[src/rtl/seg7_scan_driver_if.sv]
// Bus bundle for the 8-digit seven-segment scan driver: shadow-load inputs
// and the registered display/scan outputs.
`timescale 1ns/1ps
interface seg7_scan_driver_if;
  logic        load;
  logic [31:0] digits;
  logic [7:0]  digit_on;
  logic [7:0]  dp;
  logic [7:0]  an;
  logic [7:0]  dec_ddp;
  logic [2:0]  scan_idx;
  logic        frame_done;

  modport master (
    output load, digits, digit_on, dp,
    input  an, dec_ddp, scan_idx, frame_done
  );

  modport slave (
    input  load, digits, digit_on, dp,
    output an, dec_ddp, scan_idx, frame_done
  );
endinterface

[src/rtl/seg7_scan_driver.sv]
// Time-multiplexed 8-digit seven-segment driver (active-low anodes and
// segments), one digit per REFRESH_DIV-cycle slot, fully registered outputs.
`timescale 1ns/1ps
module seg7_scan_driver #(
  parameter int unsigned REFRESH_DIV = 100000,
  parameter int unsigned DIV_W       = 17
) (
  input logic           clock,
  input logic           reset,
  seg7_scan_driver_if.slave bus
);

  logic [31:0]      sh_digits;
  logic [7:0]       sh_on;
  logic [7:0]       sh_dp;
  logic [DIV_W-1:0] div_cnt;
  logic [2:0]       scan_idx_q;
  logic             wrap7_q;
  logic             frame_done_q;
  logic [7:0]       an_q;
  logic [7:0]       dec_q;
  logic             slot_end;
  logic [3:0]       cur_digit;

  function automatic logic [6:0] seg(input logic [3:0] v);
    logic [6:0] s;
    case (v)
      4'h0: s = 7'b0000001;
      4'h1: s = 7'b1001111;
      4'h2: s = 7'b0010010;
      4'h3: s = 7'b0000110;
      4'h4: s = 7'b1001100;
      4'h5: s = 7'b0100100;
      4'h6: s = 7'b0100000;
      4'h7: s = 7'b0001111;
      4'h8: s = 7'b0000000;
      4'h9: s = 7'b0000100;
      4'hA: s = 7'b0001000;
      4'hB: s = 7'b1100000;
      4'hC: s = 7'b0110001;
      4'hD: s = 7'b1000010;
      4'hE: s = 7'b0110000;
      default: s = 7'b0111000;
    endcase
    return s;
  endfunction

  assign slot_end  = (div_cnt == DIV_W'(REFRESH_DIV - 1));
  assign cur_digit = sh_digits[{scan_idx_q, 2'b00} +: 4];

  always_ff @(posedge clock or posedge reset) begin
    if (reset) begin
      sh_digits <= '0;
      sh_on     <= '0;
      sh_dp     <= '0;
    end else if (bus.load) begin
      sh_digits <= bus.digits;
      sh_on     <= bus.digit_on;
      sh_dp     <= bus.dp;
    end
  end

  // wrap7_q marks the 7->0 edge; frame_done follows it one cycle later.
  always_ff @(posedge clock or posedge reset) begin
    if (reset) begin
      div_cnt      <= '0;
      scan_idx_q   <= '0;
      wrap7_q      <= 1'b0;
      frame_done_q <= 1'b0;
    end else begin
      wrap7_q      <= slot_end && (scan_idx_q == 3'd7);
      frame_done_q <= wrap7_q;
      if (slot_end) begin
        div_cnt    <= '0;
        scan_idx_q <= scan_idx_q + 3'd1;
      end else begin
        div_cnt    <= div_cnt + DIV_W'(1);
      end
    end
  end

  always_ff @(posedge clock or posedge reset) begin
    if (reset) begin
      an_q  <= '1;
      dec_q <= '1;
    end else if (sh_on[scan_idx_q]) begin
      an_q  <= ~(8'b1 << scan_idx_q);
      dec_q <= {seg(cur_digit), ~sh_dp[scan_idx_q]};
    end else begin
      an_q  <= '1;
      dec_q <= '1;
    end
  end

  assign bus.an         = an_q;
  assign bus.dec_ddp    = dec_q;
  assign bus.scan_idx   = scan_idx_q;
  assign bus.frame_done = frame_done_q;

endmodule

[src/flat_wrapper.sv]
// flat-port wrapper written by rule: the top's interface ports become plain ports
module seg7_scan_driver_flat 
#(
  parameter int unsigned REFRESH_DIV = 100000,
  parameter int unsigned DIV_W       = 17
)
  (clock, reset, bus_load, bus_digits, bus_digit_on, bus_dp, bus_an, bus_dec_ddp, bus_scan_idx, bus_frame_done);
  seg7_scan_driver_if bus_i ();
  input logic clock;
  input logic reset;
  input wire logic [$bits(bus_i.load)-1:0] bus_load;
  input wire logic [$bits(bus_i.digits)-1:0] bus_digits;
  input wire logic [$bits(bus_i.digit_on)-1:0] bus_digit_on;
  input wire logic [$bits(bus_i.dp)-1:0] bus_dp;
  output wire logic [$bits(bus_i.an)-1:0] bus_an;
  output wire logic [$bits(bus_i.dec_ddp)-1:0] bus_dec_ddp;
  output wire logic [$bits(bus_i.scan_idx)-1:0] bus_scan_idx;
  output wire logic [$bits(bus_i.frame_done)-1:0] bus_frame_done;
  assign bus_i.load = bus_load;
  assign bus_i.digits = bus_digits;
  assign bus_i.digit_on = bus_digit_on;
  assign bus_i.dp = bus_dp;
  assign bus_an = bus_i.an;
  assign bus_dec_ddp = bus_i.dec_ddp;
  assign bus_scan_idx = bus_i.scan_idx;
  assign bus_frame_done = bus_i.frame_done;
  seg7_scan_driver #(.REFRESH_DIV(REFRESH_DIV), .DIV_W(DIV_W)) u_core (.clock(clock), .reset(reset), .bus(bus_i));
endmodule
[config.mk]
export PLATFORM = sky130hd
export DESIGN_NAME = seg7_scan_driver_flat
export DESIGN_NICKNAME = d
export VERILOG_FILES = /design/src/rtl/seg7_scan_driver_if.sv /design/src/rtl/seg7_scan_driver.sv /design/src/flat_wrapper.sv
export SDC_FILE = /design/constraint.sdc
export NUM_CORES = 1
export LEC_CHECK = 0
export ABC_CLOCK_PERIOD_IN_PS = 3300
export CAP_MARGIN = 25
export CORE_MARGIN = 1
export CORE_UTILIZATION = 53
export CTS_CLUSTER_DIAMETER = 150
export DETAILED_ROUTE_END_ITERATION = 10
export GPL_TIMING_DRIVEN = 0
export HOLD_SLACK_MARGIN = 0.12
export PLACE_DENSITY = 0.86
export SYNTH_ARGS = -nofsm -noshare
export SYNTH_HDL_FRONTEND = slang
export SYNTH_SLANG_ARGS = --single-unit
[constraint.sdc]
create_clock -name clock -period 3.3 [get_ports clock]
set_input_delay 0.66 -clock clock [delete_from_list [all_inputs] [get_ports clock]]
set_output_delay 0.66 -clock clock [all_outputs]
set_load 0.1 [all_outputs]
---- Yosys cells after proc, flatten, opt, wreduce, memory -nomap -nowiden ----
Memory sizes are Yosys's and may differ from the RTL's.
Index checks and enable logic that the tools add are counted.
word-level totals
  bits in registers ....................... 86
  ROM bits ................................ 112
  bits of input ports ..................... 51
  output and inout bits ................... 20
  logic and storage cells ................. 27
  memories kept ........................... 1
memory list
  memory            words  width  rd ports  clocked after memory_dff  write ports  RTL line                text
  (name not given)  16     7      1         0                         0            seg7_scan_driver.sv:27  case (v)
operators by class
  add/sub/neg operators ................... 2
  $lt $le $gt $ge ......................... 1
  equality and inequality tests ........... 2
  shift-type cells ........................ 2
  multiplexer cells ....................... 7
  bitwise gates (word level) .............. 2
  reduce and logical (&&, ||, !) cells .... 1
operator list
  cell                     number
  $shiftx A32 B6 Y4        1
  $add A17 B1 Y17 const B  1
  $eq A17 B17 Y1 const B   1
  $mux W17                 1
  $mux W8                  2
  $not A8 Y8               1
  $shl A1 B3 Y8 const A    1
  $bmux W1 S3              2
  $lt A3 B4 Y1 const B     1
  $add A3 B1 Y3 const B    1
  $eq A3 B3 Y1 const B     1
  $mux W1                  2
  $logic_and A1 B1 Y1      1
  $not A1 Y1               1

---- Logic depth before layout (Yosys ltp) ----
Gate-level depths: netlist of the first run.
  word-level depth ........................ 4
  gate-level depth with buffers ........... 10
  mapped depth without buffers ............ 8

---- Worst setup path before layout of the first run ----
No wires, ideal clock.
  path type ............................... register -> register
  from .................................... register u_core.scan_idx_q[1] (netlist: u_core.bus.scan_idx[1])
  to ...................................... register u_core.dec_q[4] (netlist: u_core.bus.dec_ddp[4])
  setup time .............................. 0.077 ns
  arrival ................................. 2.673 ns
  required time ........................... 3.223 ns
  setup slack ............................. 0.549 ns
  cell stages (with the launch flop) ...... 9
  path buffers ............................ 1
  clock period less this slack ............ 2.751 ns
  cell sequence ........................... dfrtp_1 buf_6 mux4_1 mux2_2 inv_1 ha_1 nand3_1 o21ai_0 a31oi_1
on the way
  longest elaborated chain between the ends .. 3
  elaborated cells on any way between the ends .. 5
  classes of those cells .................. shift (1); mux (3); memory (1)
ends and longest elaborated chain
  item                                              RTL line                                        text
  from (decl)                                       seg7_scan_driver.sv:17                          logic [2:0] scan_idx_q;
  from (signal assigned)                            seg7_scan_driver.sv:75                          scan_idx_q <= scan_idx_q + 3'd1;
  $shiftx A32 B6 Y4 or $bmux W1 S3 (tied branches)  seg7_scan_driver.sv:49, seg7_scan_driver.sv:86
  $mem_v2 Z16 W7 or $mux W1 (tied branches)         -
  $mux W8 *                                         seg7_scan_driver.sv:86                          end else if (sh_on[scan_idx_q]) begin
  to (signal assigned)                              seg7_scan_driver.sv:88                          dec_q <= {seg(cur_digit), ~sh_dp[scan_idx_q]};
  to (decl)                                         seg7_scan_driver.sv:21                          logic [7:0] dec_q;
Mark *: on every way between the ends. The rest lies on a longest branch, timed or not. The select of a mux whose other input is x is not followed.
A chain may end at the register's enable or synchronous reset.

---- Worst setup path in the final report of the first run ----
  from .................................... register u_core.scan_idx_q[0] (netlist: u_core.bus.scan_idx[0])
  to ...................................... output bus_scan_idx[0]
RTL lines
  item       RTL line            text
  to (decl)  flat_wrapper.sv:17  output wire logic [$bits(bus_i.scan_idx)-1:0] bus_scan_idx;
No word-level cell between the ends.

==> results.txt, run 1 <==
The flow ran to the end, and the final reports show no timing, DRC or antenna violations. The count of clock tree sinks came out at 86. Routability-driven placement finished with a final weighted congestion of roughly 0.8. In this run the horizontal extent of the chip is a little under 90 um. STA classifies the critical path endpoint as an output pin. Setup violations remaining at the end of the flow were counted as 0.

Yosys mapped a number of flops with a built-in enable equal to 0. Data on the critical path is required at its endpoint by about 2600 ps. The number of violations reported at the end of detailed-routing iteration 0 is ~110. The die covers 0.007918 mm^2.

Port buffering added 69 buffers. The final clock skew came out at about 9 ps. Clock-pin slew was measured on the worst setup and hold paths at ~80 ps. The number of top-level pins came out at 71. The setup slack of the most critical reg-to-reg path is around 900 ps. sky130_fd_sc_hd__dfrtp_1 takes more of the synthesized area than any other cell.

The worst setup path startpoint is u_core.bus.scan_idx[0]. By instance count, the leading cell after synthesis is sky130_fd_sc_hd__dfrtp_1. The fraction of post-synthesis cell area in the top cell type by area came out at 0.4368. The worst setup path is of the reg2out kind. The first-pass iteration count of the detailed router is 4. The synthesis warning total came out at 0. Among all stages on the critical path, the largest delay is contributed by sky130_fd_sc_hd__clkdlybuf4s50_1. Across all hold checks on the routed design, the worst slack comes to approximately 360 ps. The commonest cells after synthesis are sky130_fd_sc_hd__dfrtp_1 (70), sky130_fd_sc_hd__mux2_2 (53), sky130_fd_sc_hd__nand2_1 (26), sky130_fd_sc_hd__nor2_1 (20), sky130_fd_sc_hd__dfstp_2 (16). Of the available clock period, the critical path in the final layout requires 0.8394.

The timing endpoint of the critical path is bus_scan_idx[0]. The time the final worst path needs with I/O delays and setup is about 2800 ps. At the pin with the least slew margin, the transition time is between 900 and 1000 ps. The number of antenna violations at the first check in global routing came to 0. After clock tree synthesis, the setup repair step added 0 buffers. The number of library cell types mapped by synthesis is slightly above 40. Synthesis produced a netlist whose cell count is between 200 and 300. The number of buffers and inverters on the critical path came out at 1. In the routed design, unresolved DRC markers number 0. The clock tree from TritonCTS is built.

Synthesis produced a netlist with a net count of 363. The worst register-to-register path begins at u_core.bus.scan_idx[1]. In the synthesized netlist the async set-or-reset flop fraction comes to 1.000. For the worst setup path, the data arrival time is between 2000 and 2500 ps. The total power density per cell area is 446.8 mW/mm^2. Across the VDD grid, the largest voltage drop is roughly 0.25 mV. STA classifies the critical path startpoint as a flop. Wires add up to around 7.7 mm. Dividing the detail-routed wire length by the instance count gives 15.81 um. The smallest setup slack after layout is approximately 530 ps. The share of synthesized area occupied by flip-flops and latches came out at 0.5417.

The effective utilization at floorplan came out at 0.5499. The clock tree root driver cell is sky130_fd_sc_hd__clkbuf_8. After global routing the overflow that remains totals 0. The die is 88.99 um tall. Headroom to the max-slew limit came out at 0.3474.

The final cell utilization of the core is 0.6886. Setup repair after global routing left no endpoint under its margin. The area added between synthesis and finish came out at 25.21%.

The synthesized area is ~0.0040 mm^2. The completed layout was analyzed and its total power is about 2.2 mW. In this run the critical register-to-register path is captured at u_core.bus.dec_ddp[2]. By area the synthesized netlist is led by sky130_fd_sc_hd__dfrtp_1 (44%), sky130_fd_sc_hd__mux2_2 (15%), sky130_fd_sc_hd__dfstp_2 (10%). The number of buffers inserted during clock tree synthesis is 9. The critical-path maximum fanout came out at 7. The number of standard-cell rows in the floorplan is 31. The number of H-tree levels came out at 3. In the final layout, the share of cells above drive strength 1 is 0.2649. The post-synthesis register bit count came out at 86.

Static timing analysis puts the maximum clock frequency at approximately 0.36 GHz. The maximum number of buffers from clock root to sink came out at 2. The final hold violation count came out at 0.

The wire length of the first global-routing pass came out at around 13 mm. Counting the fill cells in the layout gives around 530. The residual antenna-violating net count after detailed routing is 0. For this run, the post-layout net count is 444. The final route contains between 2000 and 3000 vias.

The largest single stage delay on the critical path is roughly 1200 ps. For the worst-skew pair, the clock arrives at the later sink with an insertion delay of 360 ps. Entering global routing, the biggest net connects just over 70 pins. The post-cts resize count came out at 0. The leakage power is ~2.1 nW. The overall global routing resource usage came out at 0.2199. Max-cap violations in this run came to 0. Walking the worst path, the cells encountered are clkdlybuf4s50_1. The number of inserted diodes came out at 0. The average instance area after synthesis came out at 13.41 um^2.

The path class of the tightest hold or removal check is reg2reg. The worst reg2reg path depth is 9. The area of the core region is 0.007292 mm^2. The number of vias per cell came out at ~5.3. The kind of cell with the highest combined delay along the critical path is buffers and inverters.

The final-report max-slew violation count came out at 0. The cell count along the critical path came out at 1. The dominant synthesized flop cell is sky130_fd_sc_hd__dfrtp_1. For this design, the CTS-stage hold fixing added 0 buffers. The via count of the first global-routing pass is 2701. The placed wire-length estimate after detailed placement came out at about 5.6 mm. The worst setup slack before clock tree synthesis came out at 905.1 ps.
kinds of logic after synthesis:
kind of cell / count (synthesis) / share of synthesized area
flops: 86 / 0.5417
fa+ha+maj: 13 / 0.04056
mux: 71 / 0.2321
simple gates: 79 / 0.09392
xor+xnor: 16 / 0.03495
compound gates: 16 / 0.03183
buf+inv: 18 / 0.02496
how the worst min path moves through the flow:
| stage | to | depth (start not counted) | startpoint | slack [ps] |
|---|---|---|---|---|
| floorplan | u_core.bus.frame_done | 0 | u_core.wrap7_q | 330 |
| global placement | u_core.bus.frame_done | 0 | u_core.wrap7_q | 330 |
| detailed placement | u_core.bus.frame_done | 0 | u_core.wrap7_q | 340 |
| CTS | u_core.bus.frame_done | 0 | u_core.wrap7_q | 360 |
| global route | u_core.bus.frame_done | 0 | u_core.wrap7_q | 370 |
| finish | u_core.bus.frame_done | 0 | u_core.wrap7_q | 360 |
stage by stage:
stage,cells,area (um^2),TNS [ps]
detailed placement,468,4855,0
floorplan,299,4010,0
global route,484,5021,0
finish,484,5021,0
CTS,484,5021,0
global placement,467,4825,-51110
flip-flops by register name (all words and copies together), names as in the netlist:
signal                 cells
u_core.sh_digits          32
u_core.div_cnt            17
u_core.bus.an              8
u_core.bus.dec_ddp         8
u_core.sh_dp               8
u_core.sh_on               8
u_core.bus.scan_idx        3
u_core.bus.frame_done      1
u_core.wrap7_q             1
area by class of cell:
cell class | count | area [um^2] | area share
plain buffers | 11 | 73.82 | 0.01470
clock buffers | 11 | 131.4 | 0.02616
clock inverters | 5 | 35.03 | 0.006977
inverters | 7 | 28.78 | 0.005731
multi-input cells | 195 | 1738 | 0.3461
flip-flops and latches | 86 | 2172 | 0.4326
well taps | 99 | 123.9 | 0.02467
repair buffers | 70 | 718.2 | 0.1430
routing by layer:
layer / wire [um] / global-route usage / vias to the layer above
li1: - / - / 1213
met1: 3383 / 0.2907 / 1292
met2: 3817 / 0.3552 / 66
met3: 294 / 0.04155 / 11
met4: 154 / 0.1025 / 0
met5: 0 / 0 / -
report_power, final:
group | internal [mW] | switching (mW)
clock network | 0.275 | 0.371
logic | 0.185 | 0.239
registers | 1.14 | 0.0335
total | 1.60 | 0.644
worst register-to-register path, cell delays in order (launching register included):
cell                       delay, ps
sky130_fd_sc_hd__dfrtp_1         450
sky130_fd_sc_hd__buf_6           180
sky130_fd_sc_hd__buf_8           140
sky130_fd_sc_hd__mux4_1          540
sky130_fd_sc_hd__nand2_1          80
sky130_fd_sc_hd__nand2_1         180
sky130_fd_sc_hd__inv_1           160
sky130_fd_sc_hd__ha_1            270
sky130_fd_sc_hd__mux2i_1         110
sky130_fd_sc_hd__o221ai_1        190
cell usage in the layout, fill, tap and decap left out, types with 6 or more instances in the layout:
master / Yosys / layout
sky130_fd_sc_hd__clkbuf_8: 0 / 9
sky130_fd_sc_hd__clkdlybuf4s50_1: 0 / 69
sky130_fd_sc_hd__dfrtp_1: 70 / 70
sky130_fd_sc_hd__dfstp_2: 16 / 16
sky130_fd_sc_hd__ha_1: 13 / 13
sky130_fd_sc_hd__mux2_2: 53 / 53
sky130_fd_sc_hd__mux2i_1: 6 / 6
sky130_fd_sc_hd__nand2_1: 26 / 26
sky130_fd_sc_hd__nand3_1: 11 / 11
sky130_fd_sc_hd__nor2_1: 20 / 20
sky130_fd_sc_hd__nor3_1: 6 / 6
sky130_fd_sc_hd__xnor2_1: 9 / 9
sky130_fd_sc_hd__xor2_1: 7 / 7
Note: power is estimated with default switching activity, not from simulation.
==> run 2: changes to the inputs <==
--- a/config.mk
+++ b/config.mk
@@ -5,15 +5,15 @@
 export SDC_FILE = /design/constraint.sdc
 export NUM_CORES = 1
 export LEC_CHECK = 0
-export ABC_CLOCK_PERIOD_IN_PS = 3300
+export ABC_CLOCK_PERIOD_IN_PS = 2500
 export CAP_MARGIN = 25
 export CORE_MARGIN = 1
-export CORE_UTILIZATION = 53
+export CORE_UTILIZATION = 47
 export CTS_CLUSTER_DIAMETER = 150
 export DETAILED_ROUTE_END_ITERATION = 10
 export GPL_TIMING_DRIVEN = 0
 export HOLD_SLACK_MARGIN = 0.12
-export PLACE_DENSITY = 0.86
+export PLACE_DENSITY = 0.81
 export SYNTH_ARGS = -nofsm -noshare
 export SYNTH_HDL_FRONTEND = slang
 export SYNTH_SLANG_ARGS = --single-unit
==> constraint.sdc (replaced) <==
create_clock -name clock -period 2.5 [get_ports clock]
set_input_delay 0.5 -clock clock [delete_from_list [all_inputs] [get_ports clock]]
set_output_delay 0.5 -clock clock [all_outputs]
set_load 0.1 [all_outputs]
==> run 2 against run 1 <==
Compared with the run above: clock skew grew 1.2 ps; sequential power grew 32%; first-iteration DRC count grew 10%; critical path type unchanged; critical endpoint is now bus_scan_idx[1]; largest power group unchanged.
==> results.txt, run 2 (synthesis gave the netlist of run 1 again) <==
The number of buffers and inverters on the critical path is 1. The H-tree was split into 3 levels. The final layout net count came out at 445. The maximum number of buffers from clock root to sink is 2. The count of filler cells inserted in the layout came out at between 600 and 700. The wire length of the first global-routing pass is ~13 mm. The slowest stage of the critical path is the sky130_fd_sc_hd__clkdlybuf4s50_1 cell.

The via count of the first global-routing pass came to between 2000 and 3000. The setup path with the least slack is of type reg2out. In the final routed layout, each cell accounts on average for between 15 and 20 um. The dominant delay contributor by cell family on the critical path is buffers and inverters. The largest stage delay on the critical path is 1150 ps.

Setup repair after global routing left no endpoint under its margin. The worst-skew pair later-pin latency came out at 350 ps. In the layout the commonest cells are sky130_fd_sc_hd__dfrtp_1 (67), sky130_fd_sc_hd__mux2_2 (53), sky130_fd_sc_hd__clkdlybuf4s50_1 (51). The final clock skew is a little over 10 ps. The depth of the worst hold-timing path is 0. The post-cts resize count came out at 10.

The time the final worst path needs with I/O delays and setup is roughly 2400 ps. The final hold violation count is 0. STA puts the critical path data required time at about 2000 ps. The transition time of the tightest slew-check pin is around 980 ps.

The die span in y came out at ~94 um. u_core.sh_digits holds more flip-flops than any other register. Traced cell by cell, the critical path runs through clkdlybuf4s50_1. The weighted congestion at the end of routability-driven global placement came out at roughly 0.76.

The final setup violation count came out at 0. In this run the worst path has a maximum fanout of 4. In the global route stage, overall resource usage came out at 0.1988. The remaining max-slew budget at the tightest pin came out at 0.3485. The number of maximum-capacitance constraint violations came out at 0. The die area came out at 0.008906 mm^2. The count of input and output buffers is 69. The flip-flop count of the largest register after layout is 32. The worst reg2reg path depth is 8. In this run the number of cells on the critical path is 1.

The destination of the worst hold path is u_core.bus.frame_done. The number of antenna violations at the first check in global routing came out at 0. The clock-pin slew of the registers on the worst-case setup and hold paths came out at 80 ps.

Of the available clock period, the critical path in the final layout requires 0.9639. The count of clock tree sinks came out at 86. The setup slack of the most critical reg-to-reg path came out at ~240 ps. The highest clock rate came out at just over 0.4 GHz. Wires add up to roughly 8 mm.

The total congestion overflow after global routing came out at 0. The first-pass iteration count of the detailed router came out at 4. The number of vias per cell is roughly 5.4. Compared with the post-synthesis result, the final layout area differs by 26.99%. Across all hold checks on the routed design, the worst slack comes to roughly 380 ps. The leakage power came out at between 2 and 2.5 nW. After floorplanning, the core was divided into 33 placement rows.

The via count came out at 2637. The largest registers in the layout are u_core.sh_digits (32), u_core.div_cnt (17). The number of violations reported at the end of detailed-routing iteration 0 is 116.

For this design the ratio of total power to cell area is 603.6 mW/mm^2. The number of buffers inserted during clock tree synthesis is 9. In the final layout, the share of cells above drive strength 1 is 0.2824. TritonCTS built the clock tree. The cell sitting at the root of the clock tree is a sky130_fd_sc_hd__clkbuf_8. STA puts the critical path data arrival time at around 1900 ps.

The flow ran to the end, and the final reports show no timing, DRC or antenna violations. The number of inserted diodes came out at 0. Measured along the x axis, the die boundary spans 94.37 um.

In this run the worst hold path is classified as reg2reg. The element type at the critical path end is an output pin. VDD sags by at most approximately 0.4 mV.

In this run the most critical hold path is launched from u_core.wrap7_q. The number of top-level pins is between 70 and 80. The effective utilization at floorplan came out at 0.4880. The pin count of the biggest net entering global routing came out at slightly above 40. For this design, the CTS-stage hold fixing added 0 buffers.

The worst setup path is launched from a flop. In this run the post-CTS setup repair buffer count came out at 0. The final-report max-slew violation count came out at 0. Summed over all failing endpoints, the final setup total negative slack is 0 ps. The count of nets left with antenna violations once routing finished came out at 0.

The DRC violation count after routing is 0. Leaving out fill and tap cells, the most frequent cell in the layout is sky130_fd_sc_hd__dfrtp_1. The startpoint identified for the worst register-to-register timing path is u_core.bus.scan_idx[1]. The placed wire-length estimate after detailed placement is about 5.7 mm.

The terminus of the critical flop-to-flop path is u_core.bus.dec_ddp[4]. The total area inside the core boundary comes to ~0.0082 mm^2.
==> run 2: area by class of cell <==
class | count | area (um^2) | share of cell area
buffer | 11 | 73.82 | 0.01450
clock buffer | 11 | 141.4 | 0.02776
clock inverter | 5 | 58.81 | 0.01155
inverter | 7 | 30.03 | 0.005897
multi-input combinational | 195 | 1743 | 0.3423
sequential | 86 | 2176 | 0.4273
tap | 105 | 131.4 | 0.02580
timing repair buffer | 71 | 738.2 | 0.1450
==> run 2: metal layers <==
metal	up-vias	track usage	part of all wire
li1	1222	-	-
met1	1325	0.2540	0.43
met2	80	0.3297	0.49
met3	10	0.04509	0.059
met4	0	0.07692	0.017
met5	-	0	0
==> run 2: power breakdown <==
part | total (mW) | internal, mW | switching [mW]
clock | 0.975 | 0.489 | 0.486
combinational | 0.554 | 0.238 | 0.316
sequential | 1.54 | 1.50 | 0.0411
total | 3.07 | 2.23 | 0.843
==> run 2: per-stage QoR <==
step                instances    util  power [mW]  area [um^2]  setup slack [ps]
floorplan                 299       -       1.955         4018             42.32
global placement          473  0.5890       2.112         4840             28.36
detailed placement        475  0.5939       2.137         4880             135.9
CTS                       491  0.6167       3.103         5067             1.021
global route              491  0.6198       3.210         5092             47.23
finish                    491  0.6198       3.074         5092             90.27
==> run 2: how the worst max path moves through the flow <==
stage	end	startpoint	slack, ps
CTS	bus_an[2]	u_core.bus.an[2]	1
global placement	u_core.bus.scan_idx[1]	reset	30
global route	bus_scan_idx[1]	u_core.bus.scan_idx[1]	50
floorplan	u_core.bus.dec_ddp[4]	u_core.bus.scan_idx[1]	40
finish	bus_scan_idx[1]	u_core.bus.scan_idx[1]	90
detailed placement	u_core.bus.dec_ddp[4]	u_core.bus.scan_idx[1]	140
